**config.mk**
```make
export PLATFORM = sky130hd
export DESIGN_NAME = cordic_sin_quadrant_map
export DESIGN_NICKNAME = d
export VERILOG_FILES = /design/src/rtl/cordic_sin_quadrant_map.sv
export SDC_FILE = /design/constraint.sdc
export NUM_CORES = 1
export LEC_CHECK = 0
export CORE_MARGIN = 4
export CORE_UTILIZATION = 53
export CTS_BUF_LIST = sky130_fd_sc_hd__clkbuf_16
export CTS_CLUSTER_DIAMETER = 80
export DETAILED_ROUTE_END_ITERATION = 16
export HOLD_SLACK_MARGIN = 0.05
export PLACE_DENSITY = 0.76
export REMOVE_ABC_BUFFERS = 1
export SETUP_SLACK_MARGIN = 0.05
export SLEW_MARGIN = 20
export SYNTH_ARGS = -nofsm -noshare
export SYNTH_HDL_FRONTEND = slang
export SYNTH_SLANG_ARGS = --single-unit
```
**constraint.sdc**
```tcl
create_clock -name clk -period 4.2 [get_ports clk]
set_input_delay 0.84 -clock clk [delete_from_list [all_inputs] [get_ports clk]]
set_output_delay 0.84 -clock clk [all_outputs]
set_load 0.1 [all_outputs]
```
**src/rtl/cordic_sin_quadrant_map.sv**
```systemverilog
// -----------------------------------------------------------------------------
// cordic_sin_quadrant_map
//
// Wraps a SIN-mode CORDIC core on both sides.
//   Input side : accepts any angle in [-4,4) rad (Q3.13), wraps it into
//                [-pi,pi], folds it into [-pi/2,pi/2] and issues it to the
//                core as a registered start pulse plus a Q2.14 angle.
//   Output side: a tag FIFO remembers, per issued angle, whether the fold
//                flipped the cosine sign; each core result pops one tag, gets
//                its cosine sign restored (saturating) and lands in an output
//                FIFO with a registered head. A credit counter gates in_ready
//                so that every accepted request always has an output slot.
//
// Parameters
//   DEPTH          max transactions in flight; power of 2, 4..64
//
// Ports
//   clk            clock (single domain)
//   rst            synchronous active-high reset; also drives the core's rst
//   in_valid       angle request valid
//   in_ready       request accepted when in_valid & in_ready
//   in_angle_q13   signed angle, rad, Q3.13
//   core_start     registered start pulse to the core
//   core_angle_q14 registered folded angle to the core, Q2.14
//   core_result    core sin, Q2.14
//   core_secondary core cos, Q2.14
//   core_valid     core result strobe (one cycle per start)
//   out_valid      output FIFO head valid
//   out_ready      consumer accepts when out_valid & out_ready
//   out_sin_q14    sin(in_angle), Q2.14
//   out_cos_q14    cos(in_angle), Q2.14
//   err_underflow  sticky protocol error flag
//
// Build option
//   CORDIC_QMAP_ERR_EN  when defined, err_underflow latches on a core_valid
//                       with an empty tag FIFO or a tag push into a full tag
//                       FIFO. When undefined, err_underflow is tied low.
// -----------------------------------------------------------------------------
module cordic_sin_quadrant_map #(
   parameter int DEPTH = 16
) (
   input  logic        clk,
   input  logic        rst,
   input  logic        in_valid,
   output logic        in_ready,
   input  logic [15:0] in_angle_q13,
   output logic        core_start,
   output logic [15:0] core_angle_q14,
   input  logic [15:0] core_result,
   input  logic [15:0] core_secondary,
   input  logic        core_valid,
   output logic        out_valid,
   input  logic        out_ready,
   output logic [15:0] out_sin_q14,
   output logic [15:0] out_cos_q14,
   output logic        err_underflow
);

   localparam int CNT_W = $clog2(DEPTH) + 1;
   localparam int PTR_W = $clog2(DEPTH);

   // Angle constants in Q3.13, widened to 17 bits so wrap arithmetic on a
   // full-range 16-bit input never overflows.
   localparam logic signed [16:0] PI      = 17'sd25736;
   localparam logic signed [16:0] TWO_PI  = 17'sd51472;
   localparam logic signed [16:0] HALF_PI = 17'sd12868;

   // ---------------------------------------------------------------------------
   // Credits: one credit per accepted request, returned on output handshake.
   // ---------------------------------------------------------------------------
   logic [CNT_W-1:0] credit_cnt;
   logic             accept;
   logic             out_fire;

   assign in_ready = !rst && (credit_cnt < CNT_W'(DEPTH));
   assign accept   = in_valid && in_ready;
   assign out_fire = out_valid && out_ready;

   always_ff @(posedge clk) begin
      if (rst) begin
         credit_cnt <= '0;
      end else if (accept && !out_fire) begin
         credit_cnt <= credit_cnt + CNT_W'(1);
      end else if (!accept && out_fire) begin
         credit_cnt <= credit_cnt - CNT_W'(1);
      end
   end

   // ---------------------------------------------------------------------------
   // S1: wrap into [-pi, pi]
   // ---------------------------------------------------------------------------
   logic signed [16:0] in_ext;
   logic signed [16:0] wrap_angle;
   logic signed [16:0] s1_angle;
   logic               s1_valid;

   always_comb begin
      in_ext     = {in_angle_q13[15], in_angle_q13};
      wrap_angle = in_ext;
      if (in_ext > PI) begin
         wrap_angle = in_ext - TWO_PI;
      end else if (in_ext < -PI) begin
         wrap_angle = in_ext + TWO_PI;
      end
   end

   always_ff @(posedge clk) begin
      if (rst) begin
         s1_valid <= 1'b0;
         s1_angle <= '0;
      end else begin
         s1_valid <= accept;
         if (accept) begin
            s1_angle <= wrap_angle;
         end
      end
   end

   // ---------------------------------------------------------------------------
   // S2: fold into [-pi/2, pi/2] and drive the core
   // ---------------------------------------------------------------------------
   logic signed [16:0] fold_full;
   logic        [15:0] fold_angle;
   logic               fold_neg;

   // Folding about +/-pi/2 keeps sin and flips the sign of cos; the flip is
   // carried to the output side as a one-bit tag.
   always_comb begin
      fold_full = s1_angle;
      fold_neg  = 1'b0;
      if (s1_angle > HALF_PI) begin
         fold_full = PI - s1_angle;
         fold_neg  = 1'b1;
      end else if (s1_angle < -HALF_PI) begin
         fold_full = -PI - s1_angle;
         fold_neg  = 1'b1;
      end
      // |fold_full| <= pi/2, so the Q3.13 value and its Q2.14 doubling fit in 16 bits.
      fold_angle = 16'(fold_full);
   end

   always_ff @(posedge clk) begin
      if (rst) begin
         core_start     <= 1'b0;
         core_angle_q14 <= '0;
      end else begin
         core_start <= s1_valid;
         if (s1_valid) begin
            core_angle_q14 <= fold_angle << 1;
         end
      end
   end

   // ---------------------------------------------------------------------------
   // Tag FIFO: one cos-sign bit per issued start
   // ---------------------------------------------------------------------------
   logic             tag_mem [DEPTH];
   logic [CNT_W-1:0] tag_wr_ptr;
   logic [CNT_W-1:0] tag_rd_ptr;
   logic             tag_push;
   logic             tag_pop;
   logic             tag_empty;
   logic             tag_neg;

   assign tag_push  = s1_valid;
   assign tag_empty = (tag_wr_ptr == tag_rd_ptr);
   assign tag_pop   = core_valid && !tag_empty;
   // A result with no matching tag is passed through unnegated.
   assign tag_neg   = tag_pop ? tag_mem[tag_rd_ptr[PTR_W-1:0]] : 1'b0;

   always_ff @(posedge clk) begin
      if (rst) begin
         tag_wr_ptr <= '0;
         tag_rd_ptr <= '0;
      end else begin
         if (tag_push) tag_wr_ptr <= tag_wr_ptr + CNT_W'(1);
         if (tag_pop)  tag_rd_ptr <= tag_rd_ptr + CNT_W'(1);
      end
   end

   always_ff @(posedge clk) begin
      if (tag_push) begin
         tag_mem[tag_wr_ptr[PTR_W-1:0]] <= fold_neg;
      end
   end

   // ---------------------------------------------------------------------------
   // Result sign restore (saturating negate: -(-32768) -> 32767)
   // ---------------------------------------------------------------------------
   logic [15:0] cos_negated;
   logic [15:0] wr_cos;

   always_comb begin
      if (core_secondary == 16'h8000) begin
         cos_negated = 16'h7FFF;
      end else begin
         cos_negated = 16'h0000 - core_secondary;
      end
      wr_cos = tag_neg ? cos_negated : core_secondary;
   end

   // ---------------------------------------------------------------------------
   // Output FIFO: storage ring plus a registered head (out_* registers)
   // ---------------------------------------------------------------------------
   logic [31:0]      ofifo_mem [DEPTH];
   logic [CNT_W-1:0] ofifo_wr_ptr;
   logic [CNT_W-1:0] ofifo_rd_ptr;
   logic             ofifo_empty;
   logic             head_load;
   logic             head_bypass;
   logic             ofifo_write;
   logic             ofifo_read;

   // The head refills whenever it is empty or being consumed. Older entries in
   // the ring take priority; an incoming result skips the ring only when the
   // ring is empty, which keeps ordering intact at any occupancy.
   assign ofifo_empty = (ofifo_wr_ptr == ofifo_rd_ptr);
   assign head_load   = !out_valid || out_fire;
   assign ofifo_read  = head_load && !ofifo_empty;
   assign head_bypass = head_load && ofifo_empty && core_valid;
   assign ofifo_write = core_valid && !head_bypass;

   always_ff @(posedge clk) begin
      if (rst) begin
         ofifo_wr_ptr <= '0;
         ofifo_rd_ptr <= '0;
         out_valid    <= 1'b0;
         out_sin_q14  <= '0;
         out_cos_q14  <= '0;
      end else begin
         if (ofifo_write) ofifo_wr_ptr <= ofifo_wr_ptr + CNT_W'(1);
         if (ofifo_read)  ofifo_rd_ptr <= ofifo_rd_ptr + CNT_W'(1);
         if (head_load) begin
            if (ofifo_read) begin
               {out_sin_q14, out_cos_q14} <= ofifo_mem[ofifo_rd_ptr[PTR_W-1:0]];
               out_valid                  <= 1'b1;
            end else if (head_bypass) begin
               out_sin_q14 <= core_result;
               out_cos_q14 <= wr_cos;
               out_valid   <= 1'b1;
            end else begin
               out_valid <= 1'b0;
            end
         end
      end
   end

   always_ff @(posedge clk) begin
      if (ofifo_write) begin
         ofifo_mem[ofifo_wr_ptr[PTR_W-1:0]] <= {core_result, wr_cos};
      end
   end

   // ---------------------------------------------------------------------------
   // Protocol error flag
   // ---------------------------------------------------------------------------
`ifdef CORDIC_QMAP_ERR_EN
   logic tag_full;

   assign tag_full = (tag_wr_ptr[PTR_W-1:0] == tag_rd_ptr[PTR_W-1:0]) &&
                     (tag_wr_ptr[PTR_W] != tag_rd_ptr[PTR_W]);

   always_ff @(posedge clk) begin
      if (rst) begin
         err_underflow <= 1'b0;
      end else if ((core_valid && tag_empty) || (tag_push && tag_full)) begin
         err_underflow <= 1'b1;
      end
   end
`else
   assign err_underflow = 1'b0;
`endif

endmodule

```
* After elaboration in Yosys (flattened, before gate mapping)
Memory sizes are Yosys's and may differ from the RTL's. A register that Yosys moved wholly into a read port is not among the register bits. Index checks and enable logic that the tools add are counted.
Cells by class: $add $sub $neg 11, equality and inequality tests 3, multiplexer cells 25, reductions and logical operators 21, order comparisons 5
Operators with widths (number):
- $mux 16 | 6
- $mux 17 | 2
- $mux 15 | 2
- $sub 14x15->15 const A | 2
- $add 5x1->5 const B | 5
- $add 16x17->17 const B | 1
- $gt 17x15->1 const B | 1
- $lt 17x15->1 const B | 1
- $sub 16x17->17 const B | 1
- $eq 16x16->1 const B | 1
- $gt 16x16->1 const B | 1
- $lt 16x16->1 const B | 1
- $mux 4 | 4
- $sub 1x16->16 const A | 1
- $eq 5x5->1 | 2
- $logic_and 1x1->1 | 10
- $mux 5 | 2
- $mux 1 | 9
- $logic_not 1->1 | 7
- $lt 5x5->1 const B | 1
- $sub 5x1->5 const B | 1
- $reduce_bool 2->1 | 2
- $reduce_and 2->1 | 1
- $logic_or 1x1->1 | 1
Word-level totals: output and inout bits 52, word-level logic and storage cells 79, flip-flop bits (word level) 92, memories kept 2, bits in writable memories 528
Memory list:
- ofifo_mem | words 16, width 32, read ports 1, clocked after Yosys merged registers in 1, write ports 1, RTL line 205 | logic [31:0] ofifo_mem [DEPTH];
- tag_mem | words 16, width 1, read ports 1, clocked after Yosys merged registers in 1, write ports 1, RTL line 157 | logic tag_mem [DEPTH];

* Longest topological paths before layout
depth after elaboration 8, depth in mapped cells 13, depth with buffers taken out 12

* Least setup slack after synthesis
No wires, ideal clock.
path kind input port to flip-flop, start point input rst, end point register credit_cnt[4], slack -303 ps, setup time 71 ps, required time 4129 ps, stages 12, path buffers 1, arrival 4432 ps, cells stage by stage nor2_1 > nand2_1 > inv_1 > buf_1 > ha_1 > inv_1 > fa_1 > a21o_1 > a21oi_1 > xnor2_1 > or3_1 > a21oi_1
Between the ends: cells in the longest elaborated chain, start to end 6, elaborated cells on any way between the ends 8, those cells by class mux: 1; reduce/logical: 7
Ends and longest elaborated chain:
- start: declaration | RTL line 43 | input logic rst,
- $logic_not 1->1 (*) | RTL line 75 | assign in_ready = !rst && (credit_cnt < CNT_W'(DEPTH));
- $logic_and 1x1->1 (*) | RTL line 75
- $logic_and 1x1->1 (*) | RTL line 76 | assign accept = in_valid && in_ready;
- named net accept | RTL line 72 | logic accept;
- $logic_not 1->1 | RTL line 84 | end else if (!accept && out_fire) begin
- $logic_and 1x1->1 | RTL line 84
- $reduce_bool 2->1 (no line)
- end signal: assignment | RTL line 83 | credit_cnt <= credit_cnt + CNT_W'(1);
- end signal: assignment | RTL line 85 | credit_cnt <= credit_cnt - CNT_W'(1);
- end: declaration | RTL line 71 | logic [CNT_W-1:0] credit_cnt;
The timed path passes the listed nets; every way through them passes the cells marked *. A chain may end at the register's enable or synchronous reset.

==> out/qor.yml <==
drc: 0
num_rows: 80
grt_setup_unrepaired: "false"
core-area_mm2: 0.0477
grt_pass1_wl_mm: 91.8
pre_cts_ws_ns: 0.229
cts.repair.resized: 0
h-tree-depth: 2
worst_hold_path_type: "reg -> reg"
ys_top_cells_by_count: "edfxtp_1 (528), mux4_2 (161), dfxtp_1 (100)"
synthArstFlopShare_pct: 0
dp_hpwl_mm: 35.0
syn_to_final_growth_pct: 16.0
vias: 14600
dieArea_mm2: 0.0519
clock_path_buffers: 3
synth_most_common_cell: "edfxtp_1"
cts_tree: "built"
worst_ep_arrival_time_ns: 3.65
ys.flop_type: "edfxtp_1"
vdd_ir_drop_max_v: 0.000377
path_cells: "mux4_2 -> mux2i_1 -> mux2i_2 -> and2_1 -> nor2_1 -> nor2_1"
die_x_um: 228
die_h_um: 228
ys_seq_area_share_pct: 69.7
post_cts_buffers: 0
syn_avg_cell_area_um2: 17.2
clkLatencyLatePin_ns: 0.66
hold_viol: 0
routabilityCongestion: 0.873
grt.overflow.total: 0
start_util_pct: 53.6
clock_skew_ns: 0.0604
ys_types: 73
drive_above_1_share_pct: 20.9
cts_buffers: 61
first_pass_iters: 6
clkTransAtPathRegs_ns: 0.06
grt_pass1_vias: 14800
synth_top_area_share_pct: 61.9
power_per_cell_area_mw_per_mm2: 594
synth_area_mm2: 0.0256
synth-edff-count: 528
nFillCells: 3297
crit_buf_inv: 0
ys_seq_elements: 628
critical_path_required_ns: 4.50
endpoint_kind: "register"
cp_common_cell: "nor2_1"
max_freq_mhz: 299
cts_root_buf: "clkbuf_16"
netlist_instances: 1491
crit_type: "reg -> reg"
grt_max_degree: 73
slew_headroom_pct: 21.1
antenna_left: 0
io_pins: 105
yosysWarningCount: 0
cpPeakStageDelay_ns: 0.84
critical_path.top_delay_family: "simple AND/OR/NAND/NOR gates"
slew_viol_final: 0
yosys-top-cells-area: "edfxtp_1 (62%), mux4_2 (14%), dfxtp_1 (7.8%)"
drt-total-wl_mm: 60.6
antenna_found_initial: 3
synth_top_area_cell: "edfxtp_1"
wl_per_cell_um: 26.4
drv_cap: 0
leakagePower_nw: 9.45
drt-initial-drc-count: 1808
crit_slowest_cell: "mux2i_2"
setup_viol_count_final: 0
tightest_slew_ns: 1.18
final_net_count: 1699
clock_sinks: 628
start_kind: "register"
io_buffers: 102
fin_ws_ns: 0.852
status: "finished clean"
cts_hold_buf: 0
grtUsageTotal_pct: 23.1
path_max_fanout: 17
finalCriticalPeriod_ns: 3.35
final.period_utilization_pct: 79.7
vias_per_cell: 6.37
fin_tns_setup_ns: 0
[worst min-delay path, cell delays in order, from the launching register on]
cell and delay, ns:
dfxtp_1 0.30, nand2b_1 0.06, a21oi_1 0.05
[logic make-up (layout without fill, tap and decap cells)]
kind of cell             after synthesis  in the layout  share of synthesized area [%]
buffers and inverters                117            305                           1.87
flip-flops                           628            628                           69.7
AO/OA/AOI/OAI                        229            229                           5.90
XOR/XNOR                              43             43                           1.47
multiplexers                         174            174                           14.7
adder cells (fa/ha/maj)               19             19                          0.957
other                                  1              3                         0.0146
AND/OR/NAND/NOR                      280            280                           5.39
[layout by cell type, fill, tap and decap left out, types with 12 or more instances in the layout]
cell type,count
o21ai_0,40
nor2_1,64
nand2_1,72
a21oi_1,57
and2_1,20
xnor2_1,28
inv_1,43
nor3_1,12
clkinv_1,16
nand4_1,12
mux4_2,161
xor2_1,15
buf_4,54
ha_1,18
clkbuf_16,63
nor2_4,12
dfxtp_1,95
a31oi_1,24
edfxtp_1,528
clkdlybuf4s50_1,100
nand3_1,26
[registers in the layout, indices dropped and copies added (netlist names), named ones only]
name,count
out_sin_q14,16
tag_wr_ptr,5
s1_angle,17
ofifo_mem,512
out_cos_q14,16
ofifo_rd_ptr,5
out_valid,1
tag_rd_ptr,5
credit_cnt,5
tag_mem,16
ofifo_wr_ptr,5
core_angle_q14,15
core_start,1
s1_valid,1
[area by class of cell]
class / instances / area, um^2 / area share, %
sequential: 628 / 17900 / 60.1
clock buffer: 63 / 1580 / 5.30
clock inverter: 53 / 384 / 1.29
multi-input combinational: 747 / 7470 / 25.1
inverter: 27 / 101 / 0.341
tap: 615 / 769 / 2.59
antenna: 1 / 2.50 / 0.00842
timing repair buffer: 162 / 1550 / 5.22
[power by group]
| group | leakage [nW] | internal, mW | total (mW) | switching [mW] |
|---|---|---|---|---|
| logic | 2.87 | 1.79 | 4.75 | 2.96 |
| registers | 5.58 | 7.30 | 7.67 | 0.366 |
| clock network | 1.00 | 2.91 | 5.23 | 2.32 |
[stage by stage]
| stage | utilization, % | cell area (um^2) | total power, mW | hold slack [ns] | instances |
|---|---|---|---|---|---|
| 3_3_place_gp | 58.1 | 27700 | 12.4 | 0.445 | 2179 |
| 6_report | 62.2 | 29700 | 17.7 | 0.470 | 2296 |
| 5_1_grt | 62.2 | 29700 | 18.3 | 0.495 | 2295 |
| 3_5_place_dp | 58.1 | 27700 | 12.5 | 0.464 | 2179 |
| 2_1_floorplan | - | 25200 | 11.2 | 0.448 | 1402 |
| 4_1_cts | 62.2 | 29700 | 17.8 | 0.472 | 2295 |
[final timing paths]
| check | depth (start not counted) | slack, ns | endpoint | startpoint |
|---|---|---|---|---|
| max | 6 | 0.85 | ofifo_mem[9][1] | register |
| min | 2 | 0.47 | core_angle_q14[9] | core_angle_q14[9] |
| max reg2reg | 6 | 0.85 | ofifo_mem[9][1] | register |
| min reg2reg | 2 | 0.47 | core_angle_q14[9] | core_angle_q14[9] |
[metal layers]
metal	up-vias	wire, um	GRT usage [%]
met5	-	27	0
met1	7510	23800	32.1
li1	6268	-	-
met2	715	29500	37.3
met3	125	5690	5.24
met4	4	1620	6.68
(Power assumes the default switching activity.)
